`src/rtl/riscv_dm_0p11_pkg.sv`:
```
// Shared types for the RISC-V debug v0.11 dbus: op/resp codes, slave FSM states, default widths.
package riscv_dm_0p11_pkg;

  localparam int unsigned DBUS_DATA_BITS_DEF = 34;
  localparam int unsigned DBUS_ADDR_BITS_DEF = 5;
  localparam int unsigned DBUS_OP_BITS_DEF   = 2;

  typedef enum logic [1:0] {
    DBUS_OP_NOP   = 2'd0,
    DBUS_OP_READ  = 2'd1,
    DBUS_OP_WRITE = 2'd2,
    DBUS_OP_RSVD  = 2'd3
  } dbus_op_e;

  typedef enum logic [1:0] {
    DBUS_RESP_SUCCESS = 2'd0,
    DBUS_RESP_FAILED  = 2'd2
  } dbus_resp_e;

  typedef enum logic [1:0] {
    ST_IDLE,
    ST_ACCESS,
    ST_WAIT,
    ST_RESP
  } dbus_state_e;

endpackage

```
`src/rtl/riscv_dm_dbus_slave_0p11.sv`:
```
// Core-side dbus target: executes one DTM dbus request at a time as a single debug-register access.
// Optional access timeout in WAIT is enabled by defining RISCV_DBUS_TIMEOUT_EN.
module riscv_dm_dbus_slave_0p11
  import riscv_dm_0p11_pkg::*;
#(
  parameter int unsigned DEBUG_DATA_BITS = DBUS_DATA_BITS_DEF,
  parameter int unsigned DEBUG_ADDR_BITS = DBUS_ADDR_BITS_DEF,
  parameter int unsigned DEBUG_OP_BITS   = DBUS_OP_BITS_DEF,
  parameter int unsigned DBUS_REQ_BITS   = DEBUG_OP_BITS + DEBUG_ADDR_BITS + DEBUG_DATA_BITS,
  parameter int unsigned DBUS_RESP_BITS  = DEBUG_OP_BITS + DEBUG_DATA_BITS,
  parameter int unsigned NUM_REGS        = 24,
  parameter int unsigned TIMEOUT_CYCLES  = 255
) (
  input  logic                       clk,
  input  logic                       rst_n,
  input  logic                       dtm_req_valid,
  output logic                       dtm_req_ready,
  input  logic [DBUS_REQ_BITS-1:0]   dtm_req_bits,
  output logic                       dtm_resp_valid,
  input  logic                       dtm_resp_ready,
  output logic [DBUS_RESP_BITS-1:0]  dtm_resp_bits,
  output logic                       reg_req,
  output logic                       reg_we,
  output logic [DEBUG_ADDR_BITS-1:0] reg_addr,
  output logic [DEBUG_DATA_BITS-1:0] reg_wdata,
  input  logic                       reg_gnt,
  input  logic                       reg_rvalid,
  input  logic [DEBUG_DATA_BITS-1:0] reg_rdata,
  input  logic                       reg_err
);

  if (DEBUG_OP_BITS != 2) begin : g_bad_op_bits
    $error("riscv_dm_dbus_slave_0p11: DEBUG_OP_BITS must be 2");
  end
  if (TIMEOUT_CYCLES < 1) begin : g_bad_timeout
    $error("riscv_dm_dbus_slave_0p11: TIMEOUT_CYCLES must be at least 1");
  end

  dbus_state_e                state_q, state_d;
  dbus_resp_e                 resp_q, resp_d;
  logic [DEBUG_DATA_BITS-1:0] hold_q, hold_d;
  logic [DEBUG_DATA_BITS-1:0] wdata_q, wdata_d;
  logic [DEBUG_ADDR_BITS-1:0] addr_q, addr_d;
  logic                       we_q, we_d;

  dbus_op_e                   req_op;
  logic [DEBUG_DATA_BITS-1:0] req_data;
  logic [DEBUG_ADDR_BITS-1:0] req_addr;
  logic                       req_addr_ok;

`ifdef RISCV_DBUS_TIMEOUT_EN
  localparam int unsigned CNT_W = $clog2(TIMEOUT_CYCLES + 1);
  logic [CNT_W-1:0] cnt_q, cnt_d;
`endif

  assign req_op      = dbus_op_e'(dtm_req_bits[1:0]);
  assign req_data    = dtm_req_bits[DEBUG_OP_BITS +: DEBUG_DATA_BITS];
  assign req_addr    = dtm_req_bits[DEBUG_OP_BITS + DEBUG_DATA_BITS +: DEBUG_ADDR_BITS];
  assign req_addr_ok = 32'(req_addr) < NUM_REGS;

  // Handshake outputs come straight from the state register, never from inputs.
  assign dtm_req_ready  = (state_q == ST_IDLE);
  assign dtm_resp_valid = (state_q == ST_RESP);
  assign reg_req        = (state_q == ST_ACCESS);
  assign reg_we         = we_q;
  assign reg_addr       = addr_q;
  assign reg_wdata      = wdata_q;
  // The held data register always carries the data returned with the response.
  assign dtm_resp_bits  = {hold_q, DEBUG_OP_BITS'(resp_q)};

  always_comb begin
    state_d = state_q;
    resp_d  = resp_q;
    hold_d  = hold_q;
    wdata_d = wdata_q;
    addr_d  = addr_q;
    we_d    = we_q;
`ifdef RISCV_DBUS_TIMEOUT_EN
    cnt_d   = cnt_q;
`endif
    unique case (state_q)
      ST_IDLE: begin
        if (dtm_req_valid) begin
          addr_d  = req_addr;
          wdata_d = req_data;
          we_d    = (req_op == DBUS_OP_WRITE);
          unique case (req_op)
            DBUS_OP_NOP: begin
              state_d = ST_RESP;
              resp_d  = DBUS_RESP_SUCCESS;
            end
            DBUS_OP_READ, DBUS_OP_WRITE: begin
              if (req_addr_ok) begin
                state_d = ST_ACCESS;
              end else begin
                state_d = ST_RESP;
                resp_d  = DBUS_RESP_FAILED;
              end
            end
            default: begin
              state_d = ST_RESP;
              resp_d  = DBUS_RESP_FAILED;
            end
          endcase
        end
      end
      ST_ACCESS: begin
        if (reg_gnt) begin
          state_d = ST_WAIT;
`ifdef RISCV_DBUS_TIMEOUT_EN
          cnt_d   = '0;
`endif
        end
      end
      ST_WAIT: begin
        if (reg_rvalid) begin
          state_d = ST_RESP;
          resp_d  = reg_err ? DBUS_RESP_FAILED : DBUS_RESP_SUCCESS;
          if (we_q) begin
            hold_d = wdata_q;
          end else if (!reg_err) begin
            hold_d = reg_rdata;
          end
        end
`ifdef RISCV_DBUS_TIMEOUT_EN
        else begin
          // Expiry is judged on the incremented count so RESP follows the last counted cycle.
          cnt_d = cnt_q + 1'b1;
          if (cnt_d == CNT_W'(TIMEOUT_CYCLES)) begin
            state_d = ST_RESP;
            resp_d  = DBUS_RESP_FAILED;
          end
        end
`endif
      end
      ST_RESP: begin
        if (dtm_resp_ready) begin
          state_d = ST_IDLE;
        end
      end
      default: state_d = ST_IDLE;
    endcase
  end

  always_ff @(posedge clk or negedge rst_n) begin
    if (!rst_n) begin
      state_q <= ST_IDLE;
      resp_q  <= DBUS_RESP_SUCCESS;
      hold_q  <= '0;
      wdata_q <= '0;
      addr_q  <= '0;
      we_q    <= 1'b0;
`ifdef RISCV_DBUS_TIMEOUT_EN
      cnt_q   <= '0;
`endif
    end else begin
      state_q <= state_d;
      resp_q  <= resp_d;
      hold_q  <= hold_d;
      wdata_q <= wdata_d;
      addr_q  <= addr_d;
      we_q    <= we_d;
`ifdef RISCV_DBUS_TIMEOUT_EN
      cnt_q   <= cnt_d;
`endif
    end
  end

endmodule

```
`config.mk`:
```
export PLATFORM = sky130hd
export DESIGN_NAME = riscv_dm_dbus_slave_0p11
export DESIGN_NICKNAME = d
export VERILOG_FILES = /design/src/rtl/riscv_dm_0p11_pkg.sv /design/src/rtl/riscv_dm_dbus_slave_0p11.sv
export SDC_FILE = /design/constraint.sdc
export NUM_CORES = 1
export LEC_CHECK = 0
export ABC_AREA = 0
export BUFFER_PORTS_ARGS = -buffer_cell sky130_fd_sc_hd__buf_4
export CORE_UTILIZATION = 30
export DETAILED_ROUTE_END_ITERATION = 10
export PLACE_DENSITY = 0.52
export SLEW_MARGIN = 20
export SYNTH_ARGS = -nofsm -noshare
export SYNTH_HDL_FRONTEND = slang
export SYNTH_SLANG_ARGS = --single-unit
```
`constraint.sdc`:
```
create_clock -name clk -period 4.5 [get_ports clk]
set_input_delay 0.225 -clock clk [delete_from_list [all_inputs] [get_ports clk]]
set_output_delay 0.225 -clock clk [all_outputs]
set_load 0.05 [all_outputs]
```
==> results of run 1 <==
## stage by stage
step	hold WS [ns]	area (um^2)	worst slack [ns]	std cells
final	0.123	5080	2.45	535
after global routing	0.106	5080	2.29	535
after CTS	0.111	5060	2.39	534
after detailed placement	0.462	4800	2.40	518
after global placement	0.458	4800	2.38	518
after floorplan	-0.0706	3520	2.62	227
## cell usage after synthesis
cell type,instances
mux2_2,107
dfrtp_1,77
buf_6,7
ha_1,7
inv_1,6
buf_2,4
mux2_1,2
nand2_1,2
nor2_1,2
nor2b_1,2
a2111oi_2,1
a2111oi_4,1
a21boi_0,1
a21oi_1,1
buf_4,1
conb_1,1
mux2_4,1
mux2i_1,1
nor2b_4,1
o211ai_4,1
o21ai_0,1
## cells by family after synthesis
| group | share of synthesized area (%) |
|---|---|
| AO/OA/AOI/OAI | 2.31 |
| adder cells (fa/ha/maj) | 2.49 |
| buffers and inverters | 3.66 |
| flip-flops | 54.7 |
| multiplexers | 35.6 |
| other | 0.106 |
| AND/OR/NAND/NOR | 1.17 |
## per-layer routing
layer  track usage (%)  vias to the layer above
li1                  -                     1126
met1              16.9                     1160
met2              21.4                       96
met3              5.88                        6
met4              3.95                        0
met5                 0                        -
## critical path: stages (launching register included)
cell and delay [ns]:
dfrtp_2 0.75, o211ai_4 0.30, buf_4 0.46, mux2_2 0.39
## layout make-up
type	count	area, um^2	share of cell area [%]
clock buffers	14	254	5.00
repair buffers	161	1210	23.9
inverters	6	22.5	0.444
clock inverters	2	10.0	0.197
well taps	143	179	3.52
flip-flops and latches	77	1930	38.0
multi-input cells	132	1470	28.9
## repair_timing
action	in CTS	in global routing
hold buffers	0	1
gates resized for setup	0	0
endpoints found under the hold margin	0	14
## state kept, by name, summed over array words and instances (netlist names)
signal / cells
resp_q: 1
reg_addr: 5
state_q: 2
hold_q: 34
reg_wdata: 34
reg_we: 1
## worst max path at each step
stage	start	endpoint	slack, ns
6_report	reg_we	hold_q[30]	2.45
5_1_grt	state_q[0]	reg_wdata[8]	2.29
3_5_place_dp	reg_we	hold_q[30]	2.40
3_3_place_gp	reg_we	hold_q[9]	2.38
4_1_cts	reg_we	hold_q[6]	2.39
2_1_floorplan	state_q[0]	state_q[1]	2.62
==> impl_metrics.env, run 1 <==
export IMPL_status="complete, no violations"
export IMPL_fin_crit_sh_pct=45.6
export IMPL_grt_pass1_vias=2391
export IMPL_yosys_area_top_type="dfrtp_1"
export IMPL_fillers=1090
export IMPL_drive_above_1_share_pct=73.0
export IMPL_worstMarginPinSlew_ns=1.05
export IMPL_syn_area_per_cell_um2=15.5
export IMPL_dr_pass1_iters=2
export IMPL_clock_sinks=77
export IMPL_finClkSkew_ns=0.00761
export IMPL_synth_top_area_share_pct=54.7
export IMPL_slew_headroom_pct=29.7
export IMPL_min_to="reg_addr[1]"
export IMPL_worstReg2RegStart="reg_we"
export IMPL_core_um2=11400
export IMPL_initial_core_util_pct=30.8
export IMPL_row_count=39
export IMPL_io_pins=161
export IMPL_vias_per_cell=4.46
export IMPL_nets=476
export IMPL_grt_pass1_wl_um=12300
export IMPL_min_period_ns=2.05
export IMPL_ys_warn_count=0
export IMPL_die_h_um=110
export IMPL_min_path_cells=2
export IMPL_path_max_fanout=37
export IMPL_drt_iter0_markers=43
export IMPL_r2r_setup_slack_ns=2.45
export IMPL_h_tree_depth=3
export IMPL_fp_dieW_um=110
export IMPL_min_path_type="in -> reg"
export IMPL_mostFrequentLayoutCell="buf_4"
export IMPL_grtUsageTotal_pct=13.6
export IMPL_post_cts_buffers=0
export IMPL_worstSetupEndpointType="register"
export IMPL_met1_length_um=3440
export IMPL_seq_area_frac_synth_pct=54.7
export IMPL_grt_max_degree=78
export IMPL_maxSlewViolCount=0
export IMPL_ant_nets=0
export IMPL_clk_path_buf_depth=2
export IMPL_via_count=2388
export IMPL_wirelength_um=8000
export IMPL_fp_dieArea_um2=12200
export IMPL_dp_hpwl_um=5480
export IMPL_syn_nets=316
export IMPL_fmax_mhz=488
export IMPL_post_drt_wl_per_cell_um=15.0
export IMPL_syn_inst=227
export IMPL_insertion_delay_ns=0.33
export IMPL_wl_met3_um=788
export IMPL_rsz0062_at_grt="false"
export IMPL_highest_layer="met4"
export IMPL_syn2layout_area_growth_pct=44.2
export IMPL_hp_start="dtm_req_bits[37]"
export IMPL_wl_met2_um=3700
export IMPL_reg2reg_depth=3
export IMPL_cts_tree="yes"
export IMPL_drcViolationCount=0
export IMPL_path_class="reg -> reg"
export IMPL_netlist_area_um2=3520
export IMPL_antenna_found_initial=0
export IMPL_final_setup_tns_ns=0
export IMPL_utilization_pct=44.5
export IMPL_diodes=0
export IMPL_layout_common_cells="159 x buf_4, 107 x mux2_2, 76 x dfrtp_1"
export IMPL_required_ns=4.71
export IMPL_place_gp_congestion=0.689
export IMPL_cp_data_arrival_time_ns=2.26
export IMPL_finalHoldViolations=0
export IMPL_synth_area_leaders="dfrtp_1 55%, mux2_2 34%, ha_1 2.5%, buf_6 2.2%, a2111oi_4 0.78%"
export IMPL_cts_made_buffers=9
export IMPL_crit_path_start_kind="register"
export IMPL_cts_root_buf="clkbuf_16"
export IMPL_finalSetupViolCount=0
export IMPL_port_buffers=159
export IMPL_reg2reg_to="hold_q[30]"
export IMPL_grt_ovfl_total=0
export IMPL_synth_cell_types=21
export IMPL_path_clk_slew_ns=0.06
export IMPL_cap_violations=0
export IMPL_ys_ff_latch=77
Power of run 1 is left out: the tool's default activity adds up to more than one toggle a clock period on the data nets, which glitch-free logic cannot reach.
==> run 2, diff against run 1 <==
- PLACE_DENSITY: 0.52 -> 0.54
- clock period: 4.5 -> 1.8 ns (I/O delays scaled with it)
==> run 2 against run 1 <==
Clock skew down 0.00074 ns. Design area up 10%. Maximum frequency up 20%. Utilization up 4.6 points. Critical path depth up 2. Sequential share of layout area down 3.6 points. Sequential cell count unchanged. Largest cell class unchanged. Highest routed layer unchanged.
==> impl_metrics.env, run 2 (synthesized netlist as in run 1, its figures left out) <==
export IMPL_grt_max_degree=41
export IMPL_p_sw_mw=5.75
export IMPL_final_setup_tns_ns=0
export IMPL_crit_path_start_kind="register"
export IMPL_hp_start="reg_err"
export IMPL_dr_pass1_iters=3
export IMPL_fin_crit_sh_pct=94.9
export IMPL_reg2reg_to="state_q[1]"
export IMPL_power_density_nw_per_um2=2180
export IMPL_worstReg2RegStart="state_q[1]"
export IMPL_required_ns=2.01
export IMPL_grt_ovfl_total=0
export IMPL_vias_per_cell=4.41
export IMPL_layout_common_cells="164 x buf_4, 107 x mux2_2, 76 x dfrtp_1"
export IMPL_reg2reg_depth=5
export IMPL_path_clk_slew_ns=0.06
export IMPL_utilization_pct=49.1
export IMPL_min_to="resp_q[1]"
export IMPL_drcViolationCount=0
export IMPL_ant_nets=0
export IMPL_p_sw_share_pct=47.0
export IMPL_cpPeakStageDelay_ns=0.41
export IMPL_cp_data_arrival_time_ns=1.92
export IMPL_seqPwrFrac_pct=25.9
export IMPL_min_period_ns=1.71
export IMPL_fin_area_um2=5610
export IMPL_post_drt_wl_per_cell_um=14.5
export IMPL_clock_sinks=77
export IMPL_slew_headroom_pct=65.8
export IMPL_path_cells="inv_1 > ha_2 > nor2b_1 > a2111oi_4 > mux2_4"
export IMPL_place_gp_congestion=0.742
export IMPL_path_class="reg -> reg"
export IMPL_initial_core_util_pct=30.8
export IMPL_core_um2=11400
export IMPL_wirelength_um=8440
export IMPL_cts_made_buffers=9
export IMPL_io_pins=161
export IMPL_mostFrequentLayoutCell="buf_4"
export IMPL_min_path_cells=4
export IMPL_worst_path_max_delay_cell="dfrtp_1"
export IMPL_status="complete, no violations"
export IMPL_setup_worst_path_start="state_q[1]"
export IMPL_cts_root_buf="clkbuf_16"
export IMPL_grt_pass1_vias=2572
export IMPL_via_count=2568
export IMPL_antenna_found_initial=0
export IMPL_cp_num_buf_inv=1
export IMPL_finClkSkew_ns=0.00687
export IMPL_clk_path_buf_depth=2
export IMPL_port_buffers=159
export IMPL_syn2layout_area_growth_pct=59.1
export IMPL_r2r_setup_slack_ns=0.09
export IMPL_path_delay_family="flip-flops"
export IMPL_die_h_um=110
export IMPL_fp_dieW_um=110
export IMPL_rsz0062_at_grt="false"
export IMPL_min_path_type="in -> reg"
export IMPL_vdd_ir_drop_max_uv=1270
export IMPL_path_max_fanout=5
export IMPL_diodes=0
export IMPL_worstMarginPinSlew_ns=0.513
export IMPL_power_leakage_nw=2.64
export IMPL_pwr_share_comb_pct=59.6
export IMPL_maxSlewViolCount=0
export IMPL_cap_violations=0
export IMPL_drive_above_1_share_pct=67.9
export IMPL_clkPwrFrac_pct=14.5
export IMPL_drt_iter0_markers=50
export IMPL_finalSetupViolCount=0
export IMPL_finalHoldViolations=0
export IMPL_row_count=39
export IMPL_fmax_mhz=585
export IMPL_p_int_mw=6.48
export IMPL_grtUsageTotal_pct=14.2
export IMPL_worstSetupEndpointType="register"
export IMPL_dp_hpwl_um=5780
export IMPL_nets=523
export IMPL_insertion_delay_ns=0.33
export IMPL_h_tree_depth=3
export IMPL_grt_pass1_wl_um=13000
export IMPL_fp_dieArea_um2=12200
export IMPL_dpl_instance_area_um2=4910
export IMPL_cts_tree="yes"
run 2: cell types whose count changed in the layout (fill, tap and decap cells not counted), sizes merged:
cell / change
bufinv: +1
clkinvlp: +2
clkbuf: -4
buf: +8
dlygate4sd3: +39
clkinv: +1
run 2: power by group through the flow:
stage                     clock network [mW]  registers (mW)  logic, mW
after global routing                    1.90            3.30       7.66
after detailed placement                   0            3.20       7.31
after CTS                               1.84            3.18       7.39
final                                   1.77            3.17       7.30
after floorplan                            0            6.16       2.19
after global placement                     0            3.17       7.27
run 2: tightest hold or removal path: cells and delay by family:
family                 cells  cell delay (ns)
multiplexers               1             0.14
AO/OA/AOI/OAI              1             0.06
buffers and inverters      1             0.08
AND/OR/NAND/NOR            1             0.04
run 2: final cells by class:
type	instances	area [um^2]
flip-flops and latches	77	1930
inverters	6	22.5
clock buffers	10	229
fillers	1037	5810
well taps	143	179
multi-input cells	132	1470
repair buffers	208	1710
clock inverters	6	63.8
run 2: how the worst max path moves through the flow:
stage,cells past startpoint,endpoint,slack (ns)
finish,5,state_q[1],0.09
global route,5,resp_q[1],0.005
CTS,5,resp_q[1],0.09
detailed placement,5,resp_q[1],0.11
global placement,5,resp_q[1],0.17
floorplan,5,state_q[1],0.07
run 2: per-stage QoR:
stage | cells | hold slack (ns) | setup WS, ns | power (mW)
floorplan | 227 | -0.206 | 0.0704 | 8.35
global placement | 526 | 0.103 | 0.166 | 10.4
detailed placement | 526 | 0.105 | 0.107 | 10.5
CTS | 582 | 0.0990 | 0.0928 | 12.4
global route | 582 | 0.115 | 0.00495 | 12.9
finish | 582 | 0.112 | 0.0919 | 12.2
run 2: timing repair:
item,in CTS,in global routing
setup buffers,0,0
setup endpoints to repair,0,0
hold buffers,40,0
resized for setup,0,0
endpoints found under the hold margin,76,0
run 2: routing by layer:
metal	up-vias	track usage [%]	part of all wire (%)
li1	1216	-	-
met2	97	21.8	47
met1	1243	18.2	42
met3	12	5.64	8.7
met5	-	0	0
met4	0	4.70	1.4
Power figures use the tool's default switching activity.
==> run 3, diff against run 2 <==
- clock period: 1.8 -> 1.5 ns (I/O delays scaled with it)
==> run 3 against run 2 <==
Count of clock-buffer cells in the layout up 2. Setup slack got worse by 0.16 ns. First-iteration DRC count grew 2.0%. Sequential share of layout area fell by 2.7 points. Global-route usage up 0.46 points. Maximum frequency increased by 8.6%. Clock power increased by 19%. Power is 30% higher. Combinational power increased by 36%. Utilization up 4.2 points. The flow now finishes with violations (negative setup slack). Non-clock buffer count up 16. Critical path depth fell by 1.
==> impl_metrics.env, run 3 (synthesized netlist as in run 1, its figures left out) <==
export IMPL_fin_ws_ns=-0.0723
export IMPL_layout_common_cells="171 x buf_4, 75 x dfrtp_1, 65 x mux2_2"
export IMPL_dr_pass1_iters=4
export IMPL_maxSlewViolCount=0
export IMPL_cts_tree="yes"
export IMPL_cap_violations=0
export IMPL_fin_area_um2=6080
export IMPL_wirelength_um=9250
export IMPL_power_leakage_nw=2.99
export IMPL_violations="negative setup slack"
export IMPL_fillers=1024
export IMPL_h_tree_depth=3
export IMPL_cts_made_buffers=9
export IMPL_finalNonFillerCells=596
export IMPL_grt_max_degree=37
export IMPL_antenna_found_initial=0
export IMPL_path_max_fanout=4
export IMPL_nets=539
export IMPL_rsz0062_at_grt="true"
export IMPL_path_class="reg -> reg"
export IMPL_port_buffers=159
export IMPL_ant_nets=0
export IMPL_min_path_cells=4
export IMPL_drt_iter0_markers=51
export IMPL_via_count=2630
export IMPL_grt_pass1_vias=2679
export IMPL_mostFrequentLayoutCell="buf_4"
export IMPL_fp_dieArea_um2=12200
export IMPL_clock_sinks=77
export IMPL_dp_hpwl_um=6140
export IMPL_die_h_um=110
export IMPL_min_period_ns=1.57
export IMPL_setup_worst_path_start="state_q[1]"
export IMPL_multi_input_area_um2=1730
export IMPL_r2r_setup_slack_ns=-0.07
export IMPL_finalHoldViolations=0
export IMPL_place_gp_congestion=0.720
export IMPL_worstSetupEndpointType="register"
export IMPL_fp_dieW_um=110
export IMPL_vias_per_cell=4.41
export IMPL_io_pins=161
export IMPL_slew_headroom_pct=62.6
export IMPL_dpl_instance_area_um2=5190
export IMPL_finClkSkew_ns=0.00961
export IMPL_register_area_um2=1930
export IMPL_final_setup_tns_ns=-1.28
export IMPL_required_ns=1.71
export IMPL_fin_crit_sh_pct=105
export IMPL_hp_start="reg_err"
export IMPL_drcViolationCount=0
export IMPL_fmax_mhz=636
export IMPL_finalSetupViolCount=50
export IMPL_clk_path_buf_depth=2
export IMPL_grt_pass1_wl_um=13400
export IMPL_power_density_nw_per_um2=2620
export IMPL_post_drt_wl_per_cell_um=15.5
export IMPL_grt_ovfl_total=0
export IMPL_vdd_ir_drop_max_uv=1530
export IMPL_initial_core_util_pct=30.8
export IMPL_min_path_type="in -> reg"
export IMPL_core_um2=11400
export IMPL_reg2reg_to="state_q[1]"
export IMPL_crit_path_start_kind="register"
export IMPL_syn2layout_area_growth_pct=72.6
export IMPL_dp_cells=537
export IMPL_cts_root_buf="clkbuf_16"
export IMPL_row_count=39
export IMPL_status="complete, but fails checks"
export IMPL_grtUsageTotal_pct=14.7
export IMPL_reg2reg_depth=4
export IMPL_cp_data_arrival_time_ns=1.79
export IMPL_path_clk_slew_ns=0.06
export IMPL_min_to="resp_q[1]"
export IMPL_insertion_delay_ns=0.33
export IMPL_worstReg2RegStart="state_q[1]"
export IMPL_worstMarginPinSlew_ns=0.556
export IMPL_drive_above_1_share_pct=71.1
export IMPL_diodes=0
export IMPL_utilization_pct=53.3
==> run 3: cell count changes in the layout (fill, tap and decap cells not counted), sizes merged <==
| cell | delta |
|---|---|
| clkinvlp | -2 |
| clkinv | -2 |
| buf | +12 |
| clkbuf | +6 |
==> run 3: worst max path at each step <==
stage	endpoint	slack, ns	cells past startpoint
after floorplan	resp_q[1]	-0.13	5
after global placement	resp_q[1]	-0.07	4
after detailed placement	resp_q[1]	-0.14	4
after CTS	state_q[1]	-0.1	5
after global routing	state_q[0]	-0.16	6
final	state_q[1]	-0.07	4
==> run 3: where the power goes <==
| group | total [mW] | leakage (nW) | switching, mW | internal (mW) |
|---|---|---|---|---|
| clock | 2.11 | 0.139 | 0.795 | 1.31 |
| sequential | 3.90 | 0.912 | 0.731 | 3.17 |
| combinational | 9.91 | 1.94 | 5.69 | 4.22 |
| total | 15.9 | 2.99 | 7.21 | 8.71 |
==> run 3: per-stage QoR <==
stage	worst slack (ns)	hold WS [ns]	power [mW]
after floorplan	-0.130	-0.221	10.5
after CTS	-0.0995	0.0779	15.8
after detailed placement	-0.143	0.0462	13.3
after global placement	-0.0727	0.0439	13.2
after global routing	-0.164	0.0997	16.7
final	-0.0723	0.0899	15.9
==> run 3: cell type report <==
cell class / instances / area share, %
multi-input combinational: 132 / 28.4
clock buffer: 12 / 4.05
clock inverter: 2 / 0.576
tap: 143 / 2.94
sequential: 77 / 31.7
inverter: 6 / 0.370
timing repair buffer: 224 / 31.9
==> run 3: timing repair <==
| action | in CTS | in global routing |
|---|---|---|
| endpoints found under the setup margin | 78 | 78 |
| resized for setup | 10 | 13 |
| buffers inserted | 0 | 1 |
| pin swaps | 1 | 1 |
| cloned | 0 | 4 |
| hold buffers | 40 | 0 |
| endpoints found under the hold margin | 66 | 0 |
==> run 3: worst max-delay path, stage by stage (launching register included) <==
cell       delay (ns)
dfrtp_2          0.44
ha_4             0.19
nor2b_4          0.14
a2111oi_4        0.36
mux2_4           0.33
==> run 3: metal layers <==
layer  track usage, %  vias to the layer above  routed length, um
met3             3.41                       11                596
met5                0                        -                  0
met2             24.0                       97               4400
li1                 -                     1245                  -
met1             18.4                     1277               4130
met4             6.58                        0                127
